**src/rtl/stopwatch_ctrl_if.sv**
```systemverilog
`default_nettype none
// ============================================================================
// Module      : stopwatch_ctrl_if
// Description : Button / command bundle between the board push-buttons and
//               the stopwatch command inputs.
//                 btn_start, btn_stop, btn_lap : raw buttons, async, active-high
//                 sw1, sw2, sw3                : start / stop / lap-clear pulses
//                 mode[1:0]                    : shadow state (00 IDLE, 01 COUNT,
//                                                10 LAP, 11 STOP)
//               master : button/board side (drives buttons, observes commands)
//               slave  : stopwatch_ctrl side
// Revision    : 1.0 - initial release
// ============================================================================
interface stopwatch_ctrl_if;
    logic       btn_start;
    logic       btn_stop;
    logic       btn_lap;
    logic       sw1;
    logic       sw2;
    logic       sw3;
    logic [1:0] mode;

    modport master (
        output btn_start, btn_stop, btn_lap,
        input  sw1, sw2, sw3, mode
    );

    modport slave (
        input  btn_start, btn_stop, btn_lap,
        output sw1, sw2, sw3, mode
    );
endinterface
`default_nettype wire

```
**src/rtl/stopwatch_ctrl.sv**
```systemverilog
`default_nettype none
// ============================================================================
// Module      : stopwatch_ctrl
// Description : Stopwatch front-end controller. Synchronizes and debounces
//               three raw push-buttons, turns debounced rising edges into
//               press events, arbitrates simultaneous events
//               (stop > start > lap), filters commands that are illegal in the
//               shadow stopwatch state and issues single-cycle pulses.
// Ports       : clk  - system clock
//               rst  - synchronous reset, active-low
//               bus  - stopwatch_ctrl_if.slave (buttons in, sw1/sw2/sw3 and
//                      mode out, all outputs registered)
// Parameters  : DEB_CYCLES - stable synchronized samples to accept a change
//               DEB_W      - debounce counter width (holds DEB_CYCLES-1)
// Option      : SWCTRL_PEND_EN - when defined, losing simultaneous events
//               are held in per-button pending bits and serviced later.
// Revision    : 1.0 - initial release
// ============================================================================
module stopwatch_ctrl #(
    parameter int DEB_CYCLES = 4,
    parameter int DEB_W      = 20
) (
    input  wire logic         clk,
    input  wire logic         rst,
    stopwatch_ctrl_if.slave   bus
);

    // Button indices inside the per-button vectors
    localparam int c_start = 0;
    localparam int c_stop  = 1;
    localparam int c_lap   = 2;

    localparam logic [DEB_W-1:0] c_deb_max = DEB_W'(DEB_CYCLES - 1);

    typedef enum logic [1:0] {
        ST_IDLE  = 2'b00,
        ST_COUNT = 2'b01,
        ST_LAP   = 2'b10,
        ST_STOP  = 2'b11
    } state_t;

    logic [2:0] w_btn;
    logic [2:0] w_evt;     // one-cycle press events, one per button
    logic [2:0] w_req;     // candidates for arbitration this cycle
    logic [2:0] w_win;     // one-hot arbitration winner

    state_t     r_state;
    logic       r_sw1;
    logic       r_sw2;
    logic       r_sw3;

    assign w_btn = {bus.btn_lap, bus.btn_stop, bus.btn_start};

    // ------------------------------------------------------------------------
    // Per-button synchronizer, debouncer and press-event detector
    // ------------------------------------------------------------------------
    for (genvar gi = 0; gi < 3; gi++) begin : g_btn
        logic             r_s1;
        logic             r_s2;
        logic             r_deb;
        logic             r_deb_d;
        logic             r_evt;
        logic [DEB_W-1:0] r_cnt;

        always_ff @(posedge clk) begin
            if (!rst) begin
                r_s1    <= 1'b0;
                r_s2    <= 1'b0;
                r_deb   <= 1'b0;
                r_deb_d <= 1'b0;
                r_evt   <= 1'b0;
                r_cnt   <= '0;
            end else begin
                r_s1    <= w_btn[gi];
                r_s2    <= r_s1;
                r_deb_d <= r_deb;
                // Registered edge keeps the event aligned one cycle after the
                // debounced level settles.
                r_evt   <= r_deb & ~r_deb_d;
                if (r_s2 == r_deb) begin
                    r_cnt <= '0;
                end else if (r_cnt == c_deb_max) begin
                    r_deb <= r_s2;
                    r_cnt <= '0;
                end else begin
                    r_cnt <= r_cnt + DEB_W'(1);
                end
            end
        end

        assign w_evt[gi] = r_evt;
    end

    // ------------------------------------------------------------------------
    // Arbitration
    // ------------------------------------------------------------------------
`ifdef SWCTRL_PEND_EN
    logic [2:0] r_pend;
    logic [2:0] w_pend_nxt;

    always_comb begin
        w_pend_nxt = r_pend;
        if (|w_evt) begin
            // Fresh events take precedence; losers (and any repeat of an
            // already pending button) fold into the pending bits.
            w_req      = w_evt;
            w_pend_nxt = r_pend | w_evt;
        end else begin
            w_req = r_pend;
        end
        w_win = 3'b000;
        if (w_req[c_stop])       w_win[c_stop]  = 1'b1;
        else if (w_req[c_start]) w_win[c_start] = 1'b1;
        else if (w_req[c_lap])   w_win[c_lap]   = 1'b1;
        // Winner is consumed whether or not it turns out to be legal.
        w_pend_nxt = w_pend_nxt & ~w_win;
    end
`else
    always_comb begin
        w_req = w_evt;
        w_win = 3'b000;
        if (w_req[c_stop])       w_win[c_stop]  = 1'b1;
        else if (w_req[c_start]) w_win[c_start] = 1'b1;
        else if (w_req[c_lap])   w_win[c_lap]   = 1'b1;
    end
`endif

    // ------------------------------------------------------------------------
    // Shadow state machine with registered command pulses
    // ------------------------------------------------------------------------
    always_ff @(posedge clk) begin
        if (!rst) begin
            r_state <= ST_IDLE;
            r_sw1   <= 1'b0;
            r_sw2   <= 1'b0;
            r_sw3   <= 1'b0;
`ifdef SWCTRL_PEND_EN
            r_pend  <= 3'b000;
`endif
        end else begin
            r_sw1 <= 1'b0;
            r_sw2 <= 1'b0;
            r_sw3 <= 1'b0;
`ifdef SWCTRL_PEND_EN
            r_pend <= w_pend_nxt;
`endif
            case (r_state)
                ST_IDLE: begin
                    if (w_win[c_start]) begin
                        r_state <= ST_COUNT;
                        r_sw1   <= 1'b1;
                    end
                end
                ST_COUNT: begin
                    if (w_win[c_stop]) begin
                        r_state <= ST_STOP;
                        r_sw2   <= 1'b1;
                    end else if (w_win[c_lap]) begin
                        r_state <= ST_LAP;
                        r_sw3   <= 1'b1;
                    end
                end
                ST_LAP: begin
                    if (w_win[c_stop]) begin
                        r_state <= ST_STOP;
                        r_sw2   <= 1'b1;
                    end else if (w_win[c_start]) begin
                        r_state <= ST_COUNT;
                        r_sw1   <= 1'b1;
                    end
                end
                ST_STOP: begin
                    if (w_win[c_start]) begin
                        r_state <= ST_COUNT;
                        r_sw1   <= 1'b1;
                    end else if (w_win[c_lap]) begin
                        r_state <= ST_IDLE;
                        r_sw3   <= 1'b1;
                    end
                end
                default: r_state <= ST_IDLE;
            endcase
        end
    end

    assign bus.sw1  = r_sw1;
    assign bus.sw2  = r_sw2;
    assign bus.sw3  = r_sw3;
    assign bus.mode = r_state;

endmodule
`default_nettype wire
```
**src/flat_wrapper.sv**
```systemverilog
// flat-port wrapper written by rule: the top's interface ports become plain ports
module stopwatch_ctrl_flat 
#(
    parameter int DEB_CYCLES = 4,
    parameter int DEB_W      = 20
)
  (clk, rst, bus_btn_start, bus_btn_stop, bus_btn_lap, bus_sw1, bus_sw2, bus_sw3, bus_mode);
  stopwatch_ctrl_if bus_i ();
  input  wire logic clk;
  input  wire logic rst;
  input wire logic [$bits(bus_i.btn_start)-1:0] bus_btn_start;
  input wire logic [$bits(bus_i.btn_stop)-1:0] bus_btn_stop;
  input wire logic [$bits(bus_i.btn_lap)-1:0] bus_btn_lap;
  output wire logic [$bits(bus_i.sw1)-1:0] bus_sw1;
  output wire logic [$bits(bus_i.sw2)-1:0] bus_sw2;
  output wire logic [$bits(bus_i.sw3)-1:0] bus_sw3;
  output wire logic [$bits(bus_i.mode)-1:0] bus_mode;
  assign bus_i.btn_start = bus_btn_start;
  assign bus_i.btn_stop = bus_btn_stop;
  assign bus_i.btn_lap = bus_btn_lap;
  assign bus_sw1 = bus_i.sw1;
  assign bus_sw2 = bus_i.sw2;
  assign bus_sw3 = bus_i.sw3;
  assign bus_mode = bus_i.mode;
  stopwatch_ctrl #(.DEB_CYCLES(DEB_CYCLES), .DEB_W(DEB_W)) u_core (.clk(clk), .rst(rst), .bus(bus_i));
endmodule
```
**config.mk**
```make
export PLATFORM = sky130hd
export DESIGN_NAME = stopwatch_ctrl_flat
export DESIGN_NICKNAME = d
export VERILOG_FILES = /design/src/rtl/stopwatch_ctrl_if.sv /design/src/rtl/stopwatch_ctrl.sv /design/src/flat_wrapper.sv
export SDC_FILE = /design/constraint.sdc
export NUM_CORES = 1
export LEC_CHECK = 0
export CORE_MARGIN = 10
export CORE_UTILIZATION = 54
export CTS_CLUSTER_DIAMETER = 100
export DETAILED_ROUTE_END_ITERATION = 7
export GPL_TIMING_DRIVEN = 1
export PLACE_DENSITY = 0.82
export SYNTH_ARGS = -nofsm -noshare
export SYNTH_HDL_FRONTEND = slang
export SYNTH_SLANG_ARGS = --single-unit
```
**constraint.sdc**
```tcl
create_clock -name clk -period 5.45 [get_ports clk]
set_clock_uncertainty 0.15 [all_clocks]
set_input_delay 0.545 -clock clk [delete_from_list [all_inputs] [get_ports clk]]
set_output_delay 0.545 -clock clk [all_outputs]
set_load 0.01 [all_outputs]
```
## Word-level counts from Yosys, hierarchy flattened

Cells that the tools add are included.

| storage, ports and cells | value |
|---|---|
| register bits | 80 |
| input bits | 5 |
| word-level logic and storage cells | 78 |

| operators by class | value |
|---|---|
| add/subtract/negate cells | 3 |
| equality and inequality tests | 11 |
| multiplexer cells | 21 |
| bitwise logic cells | 10 |
| reduce and logical (&&, ||, !) cells | 11 |

Operator list:

| kind | count |
|---|---|
| 20-bit by 1-bit adder with 20-bit output, second input constant | 3 |
| 20-bit by 2-bit equality test with 1-bit output, second input constant | 3 |
| 1-bit 2-to-1 mux | 12 |
| 2-bit 2-to-1 mux | 6 |
| 2-bit AND reduction | 5 |
| 3-bit OR reduction | 3 |
| 2-bit case mux with 4 select lines | 1 |
| 1-bit inverter | 7 |
| 3-bit by 1-bit != test with 1-bit output, second input constant | 2 |
| 2-bit equality test, second input constant | 2 |
| 1-bit case mux with 2 select lines | 2 |
| 2-bit OR reduction | 2 |
| 1-bit bitwise AND | 3 |
| 1-bit equality test | 3 |
| 2-bit by 1-bit equality test with 1-bit output, second input constant | 1 |
| 2-bit zero test | 1 |

## Longest topological paths before layout

Gate-level depths: netlist of run 1.

| depth | value |
|---|---|
| depth after elaboration | 6 |
| mapped depth | 6 |
| mapped depth without buffers | 6 |

## Worst setup path before layout of run 1

Ideal clock, no wire load.

| timing | value |
|---|---|
| kind | flip-flop to flip-flop |
| start point | register u_core.g_btn[2].r_cnt[3] |
| end point | register u_core.g_btn[2].r_cnt[19] |
| arrival time | 1.745 ns |
| required time | 5.230 ns |
| slack | 3.485 ns |
| cell stages (with the launch flop) | 6 |
| clock period less this slack | 1.965 ns |
| cells stage by stage | dfxtp_1 -> nand3_2 -> or4_1 -> buf_2 -> or4_1 -> a21oi_1 |

| between the ends | value |
|---|---|
| cells in the longest elaborated chain, start to end | 2 |
| elaborated cells between the ends (all ways) | 3 |
| classes of those cells | 1 x add/sub; 1 x eq/ne; 1 x reduce/logical |

Ends and longest elaborated chain:

| what | RTL line | text |
|---|---|---|
| start: declaration | stopwatch_ctrl.sv:63 | `logic [DEB_W-1:0] r_cnt;` |
| start signal: assignment | stopwatch_ctrl.sv:86 | `r_cnt <= r_cnt + DEB_W'(1);` |
| parallel branches: the longest is 2 deep, another holds 20-bit by 1-bit adder with 20-bit output | n/a |  |

Parallel ways; which one is timed is not known.
A chain may end at the register's enable or synchronous reset.

## Worst setup path after layout of run 1

| timing | value |
|---|---|
| start point | register u_core.g_btn[1].r_cnt[0] |
| end point | register u_core.g_btn[1].r_cnt[5] |

| between the ends | value |
|---|---|
| cells in the longest elaborated chain, start to end | 2 |
| elaborated cells between the ends (all ways) | 3 |
| classes of those cells | 1 x add/sub; 1 x eq/ne; 1 x reduce/logical |

Ends and longest elaborated chain:

| what | RTL line |
|---|---|
| start: declaration | stopwatch_ctrl.sv:63 |
| start signal: assignment | stopwatch_ctrl.sv:86 |
| parallel branches: the longest is 2 deep, another holds 20-bit by 1-bit adder with 20-bit output | n/a |

Parallel ways; which one is timed is not known.

==> results.json, run 1 <==
{
  "run_status": "completed",
  "p_per_area_nw_per_um2": 277,
  "reg2regPathDepth": 6,
  "viasPerCell": 5.62,
  "totalPowerFinal_uw": 1070,
  "synth_seq_cells": 80,
  "syn_area_per_cell_um2": 8.78,
  "cts_hold_buffers": 0,
  "routed_wl_um": 6250,
  "ys_types": 38,
  "wl_met3_um": 236,
  "dieWidth_um": 100,
  "required_ns": 5.54,
  "arrival_ns": 2.18,
  "crit_buf_inv": 1,
  "cts_tree": "done",
  "htreeDepth": 3,
  "met1Wirelength_um": 2930,
  "synth_area_um2": 3490,
  "drt_iter0_drc": 126,
  "crit_chain": "ha_1, nor4b_1, nand4_1, o211ai_1, buf_4, nor2_1",
  "fmax_mhz": 479,
  "syn-num-nets": 410,
  "ys_top_cells_by_area": "dfxtp_1 (46%), xor2_1 (5.5%), nor2_1 (5.3%)",
  "period_share_pct": 38.3,
  "grt_pass1_wl_um": 10700,
  "syn2layout_area_growth_pct": 10.9,
  "synth-seq-area-share_pct": 45.9,
  "setup_violations": 0,
  "fp.coreArea_um2": 6310,
  "hold_path.class": "reg2reg",
  "r2r_slack_ns": 3.36,
  "final_cell_mix": "dfxtp_1 (80), nor2_1 (49), nand3_1 (23), xor2_1 (22), a21oi_1 (21)",
  "critPathCaptureType": "register",
  "path_max_fanout": 20,
  "routed-via-count": 2749,
  "slowest_delay_ns": 0.40,
  "relSlewSlack_pct": 60.6,
  "ys_warn_count": 0,
  "tns_ns": 0,
  "final_layout_size_suffix_gt1_share_pct": 5.58,
  "synth_top_area_share_pct": 45.9,
  "path_depth": 6,
  "num_rows": 29,
  "post-route-min-period_ns": 2.09,
  "ff_latch_area_um2": 1600,
  "clockBufferDepth": 2,
  "drtAntennaViolNets": 0,
  "wl_per_cell_um": 12.8,
  "grt_use_total_pct": 12.8,
  "multi_input_area_um2": 1770,
  "drc_errors": 0,
  "cts_resized": 0,
  "nets": 421,
  "worst-slew-pin-transition_ns": 0.584,
  "port_buffers": 9,
  "synth_cells": 397,
  "grt_max_degree": 21,
  "yosysTopAreaCell": "dfxtp_1",
  "insertion_delay_ns": 0.35,
  "gp_congestion": 0.852,
  "clock-sinks": 80,
  "ir_drop_v": 0.000204,
  "drv_slew": 0,
  "post_cts_buffers": 0,
  "path_clk_slew_ns": 0.08,
  "first_pass_iters": 4,
  "highest_layer": "met4",
  "routed-wl-met2_um": 2950,
  "final_common_cell": "dfxtp_1",
  "antenna_found_initial": 0,
  "die_area_um2": 10100,
  "grt_pass1_vias": 2506,
  "cap_violations": 0,
  "num_io_pins": 10,
  "start_kind": "register",
  "path_delay_family": "simple AND/OR/NAND/NOR gates",
  "fill_cells": 530,
  "dpl.hpwl_um": 4380,
  "finalHoldViolations": 0,
  "n_antenna_cell": 0,
  "start_util_pct": 55.2,
  "path_class": "reg2reg",
  "hold_depth": 1,
  "cts-root-buf": "clkbuf_8",
  "fp.dieH_um": 100,
  "cpMaxStageDelayCell": "dfxtp_1",
  "p_leak_uw": 0.00125,
  "rsz0062_at_grt": "no",
  "overflow": 0,
  "cts_inserted_buffers": 9
}
-- metal layers --
metal / up-vias / GRT usage, %
li1: 1420 / -
met1: 1276 / 14.6
met2: 38 / 20.6
met3: 15 / 4.60
met4: 0 / 6.63
met5: - / 0
-- cells in the mapped netlist, drive strengths merged --
cell type  count
dfxtp         80
nor2          49
ha             8
o311a          1
a2111oi        1
nand4         15
o31ai          4
nor2b          5
or4            8
and3           7
xnor2         18
nor3          10
nor4b          4
o21a           2
buf            1
or2            3
or3b           1
a211oi         1
nand4b         2
and4           5
nand3         24
inv           18
clkbuf        11
or3           15
nor3b          2
nor4          13
nand2         17
o21ai         14
o211ai         3
o311ai         1
xor2          22
a21oi         21
nand2b         2
and2           9
-- flip-flops by register name, indices dropped and copies added, names as in the netlist --
register              cells
u_core.bus.mode           2
u_core.bus.sw1            1
u_core.bus.sw2            1
u_core.bus.sw3            1
u_core.g_btn.r_cnt       60
u_core.g_btn.r_deb        3
u_core.g_btn.r_deb_d      3
u_core.g_btn.r_evt        3
u_core.g_btn.r_s1         3
u_core.g_btn.r_s2         3
-- power breakdown --
group	internal, uW	switching (uW)
Combinational	5.46	7.20
Clock	268	204
Sequential	587	1.43
-- final cells by class --
class                           instances  area share (%)
Tap cell                               77            2.49
Clock buffer                           10            3.56
Clock inverter                          5            2.10
Inverter                               18            1.75
Multi-Input combinational cell        287            45.8
Sequential cell                        80            41.4
Timing Repair Buffer                   12            2.91
-- worst reg2reg max path, stage by stage, from the launching register on --
cell and delay, ns:
dfxtp_1 0.40, ha_1 0.25, nor4b_1 0.39, nand4_1 0.22, o211ai_1 0.23, buf_4 0.27, nor2_1 0.09
-- worst paths after layout --
path,startpoint,to
setup / recovery,u_core.g_btn[1].r_cnt[0],u_core.g_btn[1].r_cnt[5]
hold / removal,u_core.g_btn[2].r_deb_d,u_core.g_btn[2].r_evt
setup reg to reg,u_core.g_btn[1].r_cnt[0],u_core.g_btn[1].r_cnt[5]
hold reg to reg,u_core.g_btn[2].r_deb_d,u_core.g_btn[2].r_evt
-- through the flow --
step | cell area, um^2 | cells | util [%] | hold WS, ns | setup WS, ns
final | 3870 | 489 | 61.2 | 0.229 | 3.36
after global routing | 3870 | 489 | 61.2 | 0.243 | 3.20
after CTS | 3870 | 489 | 61.2 | 0.231 | 3.36
after global placement | 3650 | 474 | 57.8 | 0.222 | 3.43
after detailed placement | 3650 | 474 | 57.8 | 0.223 | 3.37
after floorplan | 3490 | 397 | - | 0.217 | 3.48
-- kinds of logic (layout without fill, tap and decap cells) --
family	count (synthesis)	after routing	synth area share, %
flip-flops	80	80	45.9
AND/OR/NAND/NOR	191	191	29.9
XOR/XNOR	40	40	10.1
buffers and inverters	30	45	3.30
AO/OA/AOI/OAI	48	48	7.97
adder cells (fa/ha/maj)	8	8	2.87
Power figures use the tool's default switching activity.
==> run 2: changes to the inputs <==
--- a/config.mk
+++ b/config.mk
@@ -10,7 +10,7 @@
 export CTS_CLUSTER_DIAMETER = 100
 export DETAILED_ROUTE_END_ITERATION = 7
 export GPL_TIMING_DRIVEN = 1
-export PLACE_DENSITY = 0.82
+export PLACE_DENSITY = 0.85
 export SYNTH_ARGS = -nofsm -noshare
 export SYNTH_HDL_FRONTEND = slang
 export SYNTH_SLANG_ARGS = --single-unit
==> constraint.sdc (replaced) <==
create_clock -name clk -period 1.9 [get_ports clk]
set_clock_uncertainty 0.15 [all_clocks]
set_input_delay 0.19 -clock clk [delete_from_list [all_inputs] [get_ports clk]]
set_output_delay 0.19 -clock clk [all_outputs]
set_load 0.01 [all_outputs]
==> run 2 against run 1 <==
  * Power rose to 2.7 times the previous value
  * Critical path depth fell by 2
  * Core utilization rose by 4.5 points
  * Worst setup slack got worse by 3.3 ns
  * Sequential power rose to 2.9 times the previous value
  * Flip-flop and latch count did not move
  * Via count rose by 7.2%
  * Routed wire length rose by 21%
  * Maximum frequency rose by 11%
  * Combinational power rose to 3.4 times the previous value
  * Global-route usage rose by 2.2 points
  * Largest cell class unchanged
==> results.json, run 2 (synthesis results as in run 1) <==
{
  "run_status": "completed",
  "grt_pass1_wl_um": 12700,
  "ff_latch_area_um2": 1620,
  "dpl.hpwl_um": 5040,
  "fmax_mhz": 534,
  "grt_max_degree": 16,
  "cts-root-buf": "clkbuf_8",
  "worst-slew-pin-transition_ns": 0.411,
  "totalPowerFinal_uw": 2940,
  "p_per_area_nw_per_um2": 707,
  "path_max_fanout": 4,
  "insertion_delay_ns": 0.36,
  "setup_ws_ns": 0.0270,
  "p_leak_uw": 0.00139,
  "largest_reg_flops": 60,
  "viasPerCell": 5.67,
  "hold_path.class": "reg2reg",
  "multi_input_area_um2": 1840,
  "cts_hold_buffers": 0,
  "die_area_um2": 10100,
  "grt_pass1_vias": 2869,
  "path_class": "reg2reg",
  "post_cts_buffers": 0,
  "grt_use_total_pct": 15.0,
  "routed_wl_um": 7590,
  "drt_iter0_drc": 126,
  "fin_cells": 520,
  "final_util_pct": 65.8,
  "dp_cells": 504,
  "num_rows": 29,
  "arrival_ns": 2.02,
  "internal_power_uw": 2230,
  "htreeDepth": 3,
  "critPathCaptureType": "register",
  "gp_congestion": 0.861,
  "dp_slack_ns": -0.00203,
  "path_clk_slew_ns": 0.09,
  "p_clk_share_pct": 41.1,
  "period_share_pct": 98.6,
  "regMostFlops": "u_core.g_btn.r_cnt",
  "nets": 451,
  "num_io_pins": 10,
  "start_kind": "register",
  "switching_power_uw": 704,
  "overflow": 0,
  "cts_inserted_buffers": 9,
  "dieWidth_um": 100,
  "drtAntennaViolNets": 0,
  "fp.dieH_um": 100,
  "setup_violations": 0,
  "start_util_pct": 55.2,
  "cts_tree": "done",
  "comb_power_share_pct": 1.5,
  "final_common_cell": "dfxtp_1",
  "n_antenna_cell": 0,
  "power_frac_seq_pct": 57.5,
  "required_ns": 2.05,
  "finalHoldViolations": 0,
  "relSlewSlack_pct": 72.1,
  "sw_frac_of_total_pct": 24.0,
  "fp.coreArea_um2": 6310,
  "drv_slew": 0,
  "wl_per_cell_um": 14.6,
  "clockBufferDepth": 2,
  "syn2layout_area_growth_pct": 19.1,
  "cap_violations": 0,
  "post-route-min-period_ns": 1.87,
  "final_cell_mix": "dfxtp_1 (64), nor2_1 (49), buf_4 (32), nand3_1 (23), xor2_1 (22)",
  "fill_cells": 487,
  "final_layout_size_suffix_gt1_share_pct": 19.0,
  "antenna_found_initial": 0,
  "first_pass_iters": 4,
  "clock-sinks": 80,
  "ir_drop_v": 0.000459,
  "port_buffers": 9,
  "drc_errors": 0,
  "routed-via-count": 2947
}
run 2: cell count changes in the layout (fill, tap and decap cells not counted), sizes merged:
| cell | before | now |
|---|---|---|
| bufinv | 2 | 0 |
| inv | 18 | 22 |
| clkinv | 2 | 0 |
| buf | 3 | 33 |
| clkinvlp | 1 | 2 |
run 2: per-layer routing:
metal  vias to the layer above  routed length [um]  GRT usage (%)
met5                         -                   0              0
met3                        13                 322           3.37
met2                        69                3820           24.8
met1                      1384                3310           18.2
li1                       1481                   -              -
met4                         0                 138           6.96
run 2: repair_timing:
item                       CTS  global route
pin swaps                    0             5
setup endpoints to repair    3            63
resized for setup            2            29
run 2: critical path: stages, from the launching register on:
cell     delay [ns]
dfxtp_2        0.37
nand3_4        0.10
or4_4          0.55
or4_1          0.48
a21oi_1        0.16
run 2: cell type report:
| class | instances | area share, % |
|---|---|---|
| Inverter | 18 | 1.63 |
| Tap cell | 77 | 2.32 |
| Sequential cell | 80 | 39.0 |
| Clock buffer | 10 | 3.31 |
| Multi-Input combinational cell | 287 | 44.3 |
| Clock inverter | 6 | 1.21 |
| Timing Repair Buffer | 42 | 8.23 |
run 2: worst paths after layout:
path / startpoint / endpoint / slack (ns) / cells past startpoint
max: u_core.g_btn[2].r_cnt[4] / u_core.g_btn[2].r_cnt[19] / 0.03 / 4
min: u_core.g_btn[0].r_deb_d / u_core.g_btn[0].r_evt / 0.22 / 1
max reg2reg: u_core.g_btn[2].r_cnt[4] / u_core.g_btn[2].r_cnt[19] / 0.03 / 4
min reg2reg: u_core.g_btn[0].r_deb_d / u_core.g_btn[0].r_evt / 0.22 / 1
run 2: power by group through the flow:
| stage | logic [uW] | registers [uW] | clock network [uW] |
|---|---|---|---|
| detailed placement | 42.4 | 1730 | 0 |
| finish | 43.2 | 1690 | 1210 |
| CTS | 42.7 | 1690 | 1210 |
| global route | 48.7 | 1690 | 1300 |
| global placement | 40.5 | 1730 | 0 |
| floorplan | 20.4 | 1730 | 0 |
run 2: metrics by stage:
step	instance area [um^2]	hold WS [ns]	setup TNS, ns
6_report	4150	0.222	0
4_1_cts	4070	0.224	0
2_1_floorplan	3490	0.167	-0.0112
3_3_place_gp	3880	0.225	0
5_1_grt	4150	0.238	-0.0930
3_5_place_dp	3880	0.222	-0.00203
==> run 3: changes to the inputs <==
--- a/config.mk
+++ b/config.mk
@@ -5,7 +5,6 @@
 export SDC_FILE = /design/constraint.sdc
 export NUM_CORES = 1
 export LEC_CHECK = 0
-export CORE_MARGIN = 10
 export CORE_UTILIZATION = 54
 export CTS_CLUSTER_DIAMETER = 100
 export DETAILED_ROUTE_END_ITERATION = 7
==> run 3 against run 2 <==
  * Die area shrank 33%
  * Design area grew 5.8%
  * Flip-flop and latch count is the same
  * Critical endpoint is now u_core.g_btn[2].r_cnt[12]
  * Sequential power is essentially flat
  * The flow now finishes with violations (negative setup slack)
==> results.json, run 3 (synthesis results as in run 1) <==
{
  "cap_violations": 0,
  "dpl.hpwl_um": 4870,
  "dp_cells": 505,
  "cpMaxStageDelayCell": "dfxtp_2",
  "fin_cells": 532,
  "dieWidth_um": 82.3,
  "n_antenna_cell": 0,
  "setup_violations": 11,
  "post-route-min-period_ns": 1.95,
  "p_per_area_nw_per_um2": 741,
  "grt_pass1_wl_um": 11700,
  "first_pass_iters": 6,
  "slowest_delay_ns": 0.35,
  "drt_iter0_drc": 198,
  "cpMostUsedCell": "buf_4",
  "clock-sinks": 80,
  "cts_hold_buffers": 0,
  "cts_inserted_buffers": 9,
  "nets": 465,
  "cts-root-buf": "clkbuf_8",
  "insertion_delay_ns": 0.35,
  "final_cell_mix": "dfxtp_1 (62), nor2_1 (49), buf_4 (42), xor2_1 (22), nand3_1 (21)",
  "overflow": 0,
  "final_util_pct": 72.5,
  "required_ns": 1.98,
  "die_area_um2": 6780,
  "drtAntennaViolNets": 0,
  "p_leak_uw": 0.00150,
  "regMostFlops": "u_core.g_btn.r_cnt",
  "wl_per_cell_um": 16.2,
  "start_util_pct": 57.5,
  "htreeDepth": 3,
  "finalHoldViolations": 0,
  "period_share_pct": 102,
  "path_class": "reg2reg",
  "num_io_pins": 10,
  "largest_reg_flops": 60,
  "arrival_ns": 2.02,
  "crit_chain": "buf_4, nor4_4, nand4_1, o211ai_1, buf_4, buf_4, a21oi_1",
  "setup_ws_ns": -0.0460,
  "grt_use_total_pct": 22.7,
  "start_kind": "register",
  "gp_congestion": 0.849,
  "port_buffers": 9,
  "totalPowerFinal_uw": 3260,
  "path_clk_slew_ns": 0.08,
  "clockBufferDepth": 2,
  "syn2layout_area_growth_pct": 26.0,
  "viasPerCell": 6.01,
  "run_status": "finished with violations",
  "fmax_mhz": 514,
  "antenna_found_initial": 0,
  "tns_ns": -0.237,
  "fp.dieH_um": 82.3,
  "path_max_fanout": 6,
  "routed_wl_um": 8600,
  "critPathCaptureType": "register",
  "violations": "negative setup slack",
  "drc_errors": 0,
  "num_rows": 28,
  "grt_max_degree": 14,
  "ir_drop_v": 0.000816,
  "relSlewSlack_pct": 70.6,
  "hold_path.class": "reg2reg",
  "fp.coreArea_um2": 6060,
  "worst-slew-pin-transition_ns": 0.439,
  "dp_slack_ns": 0.0303,
  "routed-via-count": 3195,
  "grt_pass1_vias": 2750,
  "cts_tree": "done",
  "final_layout_size_suffix_gt1_share_pct": 23.2,
  "r2r_slack_ns": -0.05,
  "drv_slew": 0,
  "final_common_cell": "dfxtp_1"
}
-- run 3: worst max-delay path, delay by kind of cell (launching register included) --
kind            cells  cell delay (ns)
simple gates        2             0.52
flops               1             0.35
compound gates      2             0.32
buf+inv             3             0.48
-- run 3: power by group --
part | internal, uW | switching, uW | total [uW] | leakage (uW)
clock network | 910 | 611 | 1520 | 0.000124
logic | 23.1 | 26.5 | 49.7 | 0.000726
registers | 1680 | 5.24 | 1690 | 0.000655
total | 2610 | 643 | 3260 | 0.00150
-- run 3: metrics by stage --
stage / area, um^2 / hold slack, ns
detailed placement: 3900 / 0.228
global placement: 3900 / 0.224
floorplan: 3490 / 0.167
finish: 4390 / 0.241
global route: 4390 / 0.260
CTS: 4160 / 0.243
-- run 3: routing by layer --
metal / GRT usage (%) / up-vias / wire length (um)
li1: - / 1511 / -
met1: 25.6 / 1525 / 3560
met2: 38.3 / 129 / 4310
met3: 6.70 / 30 / 504
met4: 12.5 / 0 / 219
met5: 0 / - / 0
-- run 3: area by class of cell --
cell class / count / area [um^2]
clock buffer: 11 / 141
clock inverter: 5 / 104
fill: 424 / 1670
inverter: 18 / 67.6
multi-input combinational: 287 / 1910
sequential: 80 / 1630
tap: 75 / 93.8
timing repair buffer: 56 / 443
-- run 3: path summary, 6_finish.rpt --
path                            cells after the start                      from                        end
worst max-delay path                                7  u_core.g_btn[2].r_cnt[5]  u_core.g_btn[2].r_cnt[12]
worst min-delay path                                1   u_core.g_btn[0].r_deb_d      u_core.g_btn[0].r_evt
worst max register to register                      7  u_core.g_btn[2].r_cnt[5]  u_core.g_btn[2].r_cnt[12]
worst min register to register                      1   u_core.g_btn[0].r_deb_d      u_core.g_btn[0].r_evt
-- run 3: what timing repair did --
action / in CTS / in global routing
buffers inserted: 0 / 7
setup endpoints to repair: 4 / 47
cloned: 0 / 4
resized for setup: 5 / 42
pin swaps: 0 / 8
